[config.mk]
export PLATFORM = sky130hd
export DESIGN_NAME = inner_product_seq
export DESIGN_NICKNAME = d
export VERILOG_FILES = /design/src/rtl/inner_product_seq.sv
export SDC_FILE = /design/constraint.sdc
export NUM_CORES = 2
export LEC_CHECK = 0
export ABC_CLOCK_PERIOD_IN_PS = 20100
export BUFFER_PORTS_ARGS = -buffer_cell sky130_fd_sc_hd__buf_2
export CAP_MARGIN = 20
export CORE_MARGIN = 2
export CORE_UTILIZATION = 52
export CTS_CLUSTER_DIAMETER = 30
export DETAILED_ROUTE_END_ITERATION = 7
export PLACE_DENSITY = 0.75
export SLEW_MARGIN = 10
export SYNTH_ARGS = -nofsm -noshare
export SYNTH_HDL_FRONTEND = slang
export SYNTH_HIERARCHICAL = 1
export SYNTH_SLANG_ARGS = --single-unit
[constraint.sdc]
create_clock -name clk -period 20.1 [get_ports clk]
set_clock_uncertainty 0.1 [all_clocks]
set_input_delay 3.015 -clock clk [delete_from_list [all_inputs] [get_ports clk]]
set_output_delay 3.015 -clock clk [all_outputs]
set_load 0.02 [all_outputs]
[src/rtl/inner_product_seq.sv]
// Sequential IEEE-754 single dot product: one shared stb/ack multiplier and adder, ~4 cycles per element.
// Operands are acked only in IDLE; the result is held with out_o_stb until out_o_ack.

module fp_mul (
    input  logic        clk,
    input  logic        reset,
    input  logic [31:0] a,
    input  logic [31:0] b,
    input  logic        a_stb,
    input  logic        b_stb,
    output logic        a_ack,
    output logic        b_ack,
    output logic [31:0] z,
    output logic        z_stb,
    input  logic        z_ack
);
    // Round-to-nearest-even; subnormal inputs and results flush to signed zero.
    function automatic logic [31:0] fmul(input logic [31:0] x, input logic [31:0] y);
        logic              s;
        logic [47:0]       p;
        logic [24:0]       m;
        logic              g;
        logic              st;
        logic signed [9:0] e;
        s = x[31] ^ y[31];
        if ((x[30:23] == 8'hff && x[22:0] != 23'd0) || (y[30:23] == 8'hff && y[22:0] != 23'd0))
            return 32'h7fc00000;
        if (x[30:23] == 8'hff || y[30:23] == 8'hff)
            return (x[30:23] == 8'd0 || y[30:23] == 8'd0) ? 32'h7fc00000 : {s, 8'hff, 23'd0};
        if (x[30:23] == 8'd0 || y[30:23] == 8'd0)
            return {s, 31'd0};
        p = {24'd0, 1'b1, x[22:0]} * {24'd0, 1'b1, y[22:0]};
        e = $signed({2'b00, x[30:23]}) + $signed({2'b00, y[30:23]}) - 10'sd127;
        if (p[47]) begin
            m  = {1'b0, p[47:24]};
            g  = p[23];
            st = |p[22:0];
            e  = e + 10'sd1;
        end else begin
            m  = {1'b0, p[46:23]};
            g  = p[22];
            st = |p[21:0];
        end
        if (g && (st || m[0])) m = m + 25'd1;
        if (m[24]) e = e + 10'sd1;
        if (e >= 10'sd255) return {s, 8'hff, 23'd0};
        if (e <= 10'sd0) return {s, 31'd0};
        return {s, e[7:0], m[24] ? m[23:1] : m[22:0]};
    endfunction

    assign a_ack = a_stb & b_stb & ~z_stb;
    assign b_ack = a_ack;

    always_ff @(posedge clk or posedge reset) begin
        if (reset) begin
            z     <= 32'd0;
            z_stb <= 1'b0;
        end else if (a_ack) begin
            z     <= fmul(a, b);
            z_stb <= 1'b1;
        end else if (z_ack) begin
            z_stb <= 1'b0;
        end
    end
endmodule

module fp_add (
    input  logic        clk,
    input  logic        reset,
    input  logic [31:0] a,
    input  logic [31:0] b,
    input  logic        a_stb,
    input  logic        b_stb,
    output logic        a_ack,
    output logic        b_ack,
    output logic [31:0] z,
    output logic        z_stb,
    input  logic        z_ack
);
    // Three guard bits with sticky folded into bit 0 are enough for correct RNE.
    function automatic logic [31:0] fadd(input logic [31:0] x, input logic [31:0] y);
        logic [31:0]       l;
        logic [30:0]       sm;
        logic [26:0]       ml;
        logic [26:0]       ms;
        logic [27:0]       acc;
        logic [7:0]        d;
        logic              sticky;
        logic [24:0]       m;
        logic              g;
        logic              st;
        logic signed [9:0] e;
        int                lz;
        if ((x[30:23] == 8'hff && x[22:0] != 23'd0) || (y[30:23] == 8'hff && y[22:0] != 23'd0))
            return 32'h7fc00000;
        if (x[30:23] == 8'hff && y[30:23] == 8'hff) return (x[31] == y[31]) ? x : 32'h7fc00000;
        if (x[30:23] == 8'hff) return x;
        if (y[30:23] == 8'hff) return y;
        if (x[30:23] == 8'd0 && y[30:23] == 8'd0) return {x[31] & y[31], 31'd0};
        if (x[30:23] == 8'd0) return y;
        if (y[30:23] == 8'd0) return x;
        if (x[30:0] >= y[30:0]) begin
            l  = x;
            sm = y[30:0];
        end else begin
            l  = y;
            sm = x[30:0];
        end
        d  = l[30:23] - sm[30:23];
        ml = {1'b1, l[22:0], 3'b000};
        ms = {1'b1, sm[22:0], 3'b000};
        if (d > 8'd26) begin
            ms = 27'd1;
        end else begin
            sticky = |(ms & ((27'd1 << d) - 27'd1));
            ms     = (ms >> d) | {26'd0, sticky};
        end
        e = $signed({2'b00, l[30:23]});
        if (x[31] == y[31]) begin
            acc = {1'b0, ml} + {1'b0, ms};
            if (acc[27]) begin
                acc = {1'b0, acc[27:2], acc[1] | acc[0]};
                e   = e + 10'sd1;
            end
        end else begin
            acc = {1'b0, ml} - {1'b0, ms};
            if (acc == 28'd0) return 32'd0;
            lz = 0;
            for (int i = 0; i <= 26; i++) if (acc[i]) lz = 26 - i;
            acc = acc << lz;
            e   = e - $signed(10'(lz));
        end
        m  = {1'b0, acc[26:3]};
        g  = acc[2];
        st = |acc[1:0];
        if (g && (st || m[0])) m = m + 25'd1;
        if (m[24]) e = e + 10'sd1;
        if (e >= 10'sd255) return {l[31], 8'hff, 23'd0};
        if (e <= 10'sd0) return {l[31], 31'd0};
        return {l[31], e[7:0], m[24] ? m[23:1] : m[22:0]};
    endfunction

    assign a_ack = a_stb & b_stb & ~z_stb;
    assign b_ack = a_ack;

    always_ff @(posedge clk or posedge reset) begin
        if (reset) begin
            z     <= 32'd0;
            z_stb <= 1'b0;
        end else if (a_ack) begin
            z     <= fadd(a, b);
            z_stb <= 1'b1;
        end else if (z_ack) begin
            z_stb <= 1'b0;
        end
    end
endmodule

module inner_product_seq #(
    parameter int NUM_ELEMENTS = 4,
    parameter int LEN_WIDTH    = $clog2(NUM_ELEMENTS + 1)
) (
    input  logic                       clk,
    input  logic                       rst,
    input  logic [32*NUM_ELEMENTS-1:0] row,
    input  logic [32*NUM_ELEMENTS-1:0] column,
    input  logic [LEN_WIDTH-1:0]       len,
    input  logic                       acc_en,
    input  logic                       row_i_stb,
    input  logic                       column_i_stb,
    output logic                       row_i_ack,
    output logic                       column_i_ack,
    output logic [31:0]                out,
    output logic                       out_o_stb,
    input  logic                       out_o_ack,
    output logic                       busy
);
    typedef enum logic [2:0] {IDLE, MUL_REQ, MUL_WAIT, ADD_REQ, ADD_WAIT, OUT} state_t;

    state_t                     state_q, state_d;
    logic [32*NUM_ELEMENTS-1:0] row_q, column_q;
    logic [LEN_WIDTH-1:0]       len_q, len_sat, idx_q, idx_next;
    logic [31:0]                prod_q, sum_q, result_q;
    logic [31:0]                row_elem, column_elem;
    logic                       accept, unit_reset;
    logic                       mul_stb, mul_a_ack, mul_b_ack, mul_z_stb, mul_z_ack;
    logic                       add_stb, add_a_ack, add_b_ack, add_z_stb, add_z_ack;
    logic [31:0]                mul_z, add_z;

    assign unit_reset = ~rst;
    assign len_sat    = (len > LEN_WIDTH'(NUM_ELEMENTS)) ? LEN_WIDTH'(NUM_ELEMENTS) : len;
    assign idx_next   = idx_q + LEN_WIDTH'(1);
    assign accept     = (state_q == IDLE) && row_i_stb && column_i_stb && row_i_ack;
    assign out        = result_q;

    always_comb begin
        row_elem    = 32'd0;
        column_elem = 32'd0;
        for (int k = 0; k < NUM_ELEMENTS; k++) begin
            if (idx_q == LEN_WIDTH'(k)) begin
                row_elem    = row_q[32*k +: 32];
                column_elem = column_q[32*k +: 32];
            end
        end
    end

    always_comb begin
        state_d      = state_q;
        row_i_ack    = 1'b0;
        column_i_ack = 1'b0;
        mul_stb      = 1'b0;
        mul_z_ack    = 1'b0;
        add_stb      = 1'b0;
        add_z_ack    = 1'b0;
        out_o_stb    = 1'b0;
        busy         = 1'b1;
        case (state_q)
            IDLE: begin
                row_i_ack    = 1'b1;
                column_i_ack = 1'b1;
                busy         = 1'b0;
                if (accept) state_d = (len_sat == '0) ? OUT : MUL_REQ;
            end
            MUL_REQ: begin
                mul_stb = 1'b1;
                if (mul_a_ack && mul_b_ack) state_d = MUL_WAIT;
            end
            MUL_WAIT: begin
                mul_z_ack = mul_z_stb;
                if (mul_z_stb) state_d = ADD_REQ;
            end
            ADD_REQ: begin
                add_stb = 1'b1;
                if (add_a_ack && add_b_ack) state_d = ADD_WAIT;
            end
            ADD_WAIT: begin
                add_z_ack = add_z_stb;
                if (add_z_stb) state_d = (idx_next == len_q) ? OUT : MUL_REQ;
            end
            OUT: begin
                out_o_stb = 1'b1;
                if (out_o_ack) state_d = IDLE;
            end
            default: state_d = IDLE;
        endcase
    end

    always_ff @(posedge clk or negedge rst) begin
        if (!rst) state_q <= IDLE;
        else      state_q <= state_d;
    end

    // result_q is written only on the transition into OUT, so out is stable while OUT waits.
    always_ff @(posedge clk or negedge rst) begin
        if (!rst) begin
            row_q    <= '0;
            column_q <= '0;
            len_q    <= '0;
            idx_q    <= '0;
            prod_q   <= 32'd0;
            sum_q    <= 32'd0;
            result_q <= 32'd0;
        end else begin
            case (state_q)
                IDLE: if (accept) begin
                    row_q    <= row;
                    column_q <= column;
                    len_q    <= len_sat;
                    idx_q    <= '0;
                    sum_q    <= acc_en ? result_q : 32'd0;
                    if (len_sat == '0 && !acc_en) result_q <= 32'd0;
                end
                MUL_WAIT: if (mul_z_stb) prod_q <= mul_z;
                ADD_WAIT: if (add_z_stb) begin
                    sum_q <= add_z;
                    idx_q <= idx_next;
                    if (idx_next == len_q) result_q <= add_z;
                end
                default: ;
            endcase
        end
    end

    fp_mul u_mul (
        .clk   (clk),
        .reset (unit_reset),
        .a     (row_elem),
        .b     (column_elem),
        .a_stb (mul_stb),
        .b_stb (mul_stb),
        .a_ack (mul_a_ack),
        .b_ack (mul_b_ack),
        .z     (mul_z),
        .z_stb (mul_z_stb),
        .z_ack (mul_z_ack)
    );

    fp_add u_add (
        .clk   (clk),
        .reset (unit_reset),
        .a     (prod_q),
        .b     (sum_q),
        .a_stb (add_stb),
        .b_stb (add_stb),
        .a_ack (add_a_ack),
        .b_ack (add_b_ack),
        .z     (add_z),
        .z_stb (add_z_stb),
        .z_ack (add_z_ack)
    );
endmodule

==> metrics.txt <==
mux cell area share after synthesis 0.0525; IO Pins 301; Die Y between 300 and 400 um; Synth cell types 135; routed vias around 52,000; largest family of logic cells by synthesized area adder cells; drt drc 0; most frequent cells in the layout 1,607 x nand2_1, 726 x inv_1, 485 x fa_1, 427 x dfrtp_1, 387 x nor2_1; run status completed; slew margin rel. 0.211; Post-Synth XOR/XNOR Area 0.0267; Post-Synth Adder-Cell Area 0.243; crit-path max FO 45; Yosys reg bits roughly 430; Rows 118; DRT iter0 DRCs between 5,000 and 6,000; Placer Congestion 1.02; grt ovf 0; top_reg_cell synth dfrtp_1; CTS tree yes; DIE AREA 108,000 um^2; post-synthesis cell area approximately 55,000 um^2; final WL approximately 210,000 um; WL met3 roughly 21,000 um; clock buffer depth 3; DRT met1 WL between 80,000 and 90,000 um; Mapped Nets ~8,000; post-synthesis compound-gate area fraction 0.160; area of the multi-input gates 39,700 um^2; Port Buffers 300; synthesized area per cell about 7.9 um^2; count of nets after finishing just over 8,000; register area between 10,000 and 15,000 um^2; Max Freq slightly above 0.06 GHz; Final setup viols 0; post-CTS setup buffers 0; Core ar. about 100,000 um^2; Slew Limit Fails 0; # H-tree levels 3; Final Hold Fails 0; crit path kind register to register; fin crit share 0.814; WL met2 94,800 um; Tightest Pin Transition between 1 and 1.5 ns; setup repair after global routing missed its margin false; Vias/cell roughly 6.2; hold_sp u_mul/z[23]$_DFFE_PP0P_; post-synthesis sequential area ratio 0.196; initial antenna violation count 16; Post-synth EDFFs 0; TritonCTS Buffers 88; placed inst area approximately 57,000 um^2; Hold/Removal Path Class register to register; Post-CTS Hold Buffers 0; Syn Inst Count about 6,900; clock tree sinks 427; R2R cell count 50; count of cells resized by post-cts repair 0; slowest CP cell a211oi_1; crit path from sum_q[23]$_DFFE_PN0P_; TNS Setup 0 ns; number of global-route vias before repair 51,400; global-route wire length before repair roughly 320,000 um; Hold Path Cell Cnt 1; Inst Count DP between 8,000 and 9,000; initial core utilization 0.526; largest stage delay on the critical path 0.99 ns; CTS root buf clkbuf_16; CP Data Arrival Time about 17 ns; Worst-path clk slew ~0.05 ns; largest net degree at the start of global routing 142; final-layout fill cell count ~9,500; share of cells above drive strength 1 0.114; startpoint types register; Reg2Reg Launch Point sum_q[23]$_DFFE_PN0P_; first-pass iteration count of the detailed router 8; GRT Overall Usage 0.385; Top Metal Used met5; DIE WIDTH 328 um; P&R area growth vs syn 10.1%; latest clock arrival within the worst-skew pair roughly 0.66 ns; required time worst endpoint a little over 20 ns; dpl hpwl around 160,000 um; WL per Instance between 20 and 25 um; Tmin final between 15 and 20 ns; async set-reset flop share out of synthesis 1.00; max cap viols 0; fin cells approximately 8,500; Post-Synth Simple-Gate Area 0.239; CP endpoint kind register; Ys Warns 6; commonest non-fill, non-tap cell in the layout nand2_1; design area between 60,000 and 70,000 um^2; Routed Antenna Nets 0
## final cells by class
cell class	instances	share of cell area
Timing Repair Buffer	405	0.0391
Clock inverter	57	0.00992
Clock buffer	105	0.0395
Tap cell	1380	0.0287
Antenna cell	2	0.0000832
Sequential cell	427	0.178
Inverter	736	0.0459
Multi-Input combinational cell	5348	0.659
## registers in the layout, summed over array words and instances (netlist names)
register and flops:
out 32, u_add/z_stb 1, idx_q 3, sum_q 32, state_q 3, row_q 128
column_q 128, u_add/z 32, u_mul/z 32, prod_q 32, u_mul/z_stb 1, len_q 3
## per-stage QoR
stage	hold slack, ns	util	setup WS, ns
6_report	0.354	0.579	3.75
3_3_place_gp	0.357	0.550	4.67
5_1_grt	0.380	0.579	2.91
3_5_place_dp	0.362	0.550	4.35
2_1_floorplan	0.342	-	6.87
4_1_cts	0.364	0.578	4.32
## worst paths after layout
path,endpoint,slack [ns]
setup / recovery,u_add/z[2]$_DFFE_PP0P_,3.75
hold / removal,prod_q[23]$_DFFE_PN0P_,0.35
setup reg to reg,u_add/z[2]$_DFFE_PP0P_,3.75
hold reg to reg,prod_q[23]$_DFFE_PN0P_,0.35
max in group asynchronous,u_mul/z[21]$_DFFE_PP0P_,15.60
min in group asynchronous,prod_q[15]$_DFFE_PN0P_,2.28
## worst max-delay path, delay by kind of cell (launching register included)
| family | cells | cell delay, ns |
|---|---|---|
| AOI/OAI and AO/OA | 21 | 6.63 |
| and+or+nand+nor | 17 | 4.58 |
| buffers and inverters | 6 | 2.12 |
| adders and majority gates | 4 | 1.36 |
| xor gates and xnor gates | 2 | 0.96 |
| DFF | 1 | 0.41 |
## cells by family (layout without fill, tap and decap cells)
family                   after synthesis  after routing
AO/OA/AOI/OAI                       1292           1292
XOR/XNOR                             161            161
adder cells (fa/ha/maj)              772            772
buffers and inverters               1142           1303
flip-flops                           427            427
multiplexers                         250            250
other                                  0              2
AND/OR/NAND/NOR                     2873           2873
## per-layer routing
layer | vias to the layer above | GRT usage
li1 | 23300 | -
met5 | - | 0
met1 | 25500 | 0.498
met2 | 2840 | 0.610
met4 | 18 | 0.186
met3 | 558 | 0.0900
## synth_stat cells, types with 39 or more instances
library cell / number / area share
xnor2_1: 112 / 0.018
a211oi_1: 39 / 0.0054
mux2_2: 56 / 0.012
inv_1: 726 / 0.050
a21o_1: 39 / 0.0054
ha_1: 287 / 0.066
nand2_1: 1607 / 0.11
nor3_1: 85 / 0.0078
mux2i_1: 151 / 0.028
buf_2: 89 / 0.0082
and2_1: 310 / 0.035
nor2_1: 388 / 0.027
o21ai_0: 362 / 0.033
o211ai_1: 65 / 0.0089
fa_1: 485 / 0.18
nand4_1: 88 / 0.010
nand2b_1: 43 / 0.0049
dfrtp_1: 427 / 0.20
nor4_1: 51 / 0.0058
nand3_1: 100 / 0.0092
xor2_1: 44 / 0.0071
a21oi_1: 283 / 0.026
clkbuf_1: 269 / 0.018
a31oi_1: 55 / 0.0063
Power is left out: the tool's default activity adds up to more than one toggle a clock period on the data nets, which glitch-free logic cannot reach.
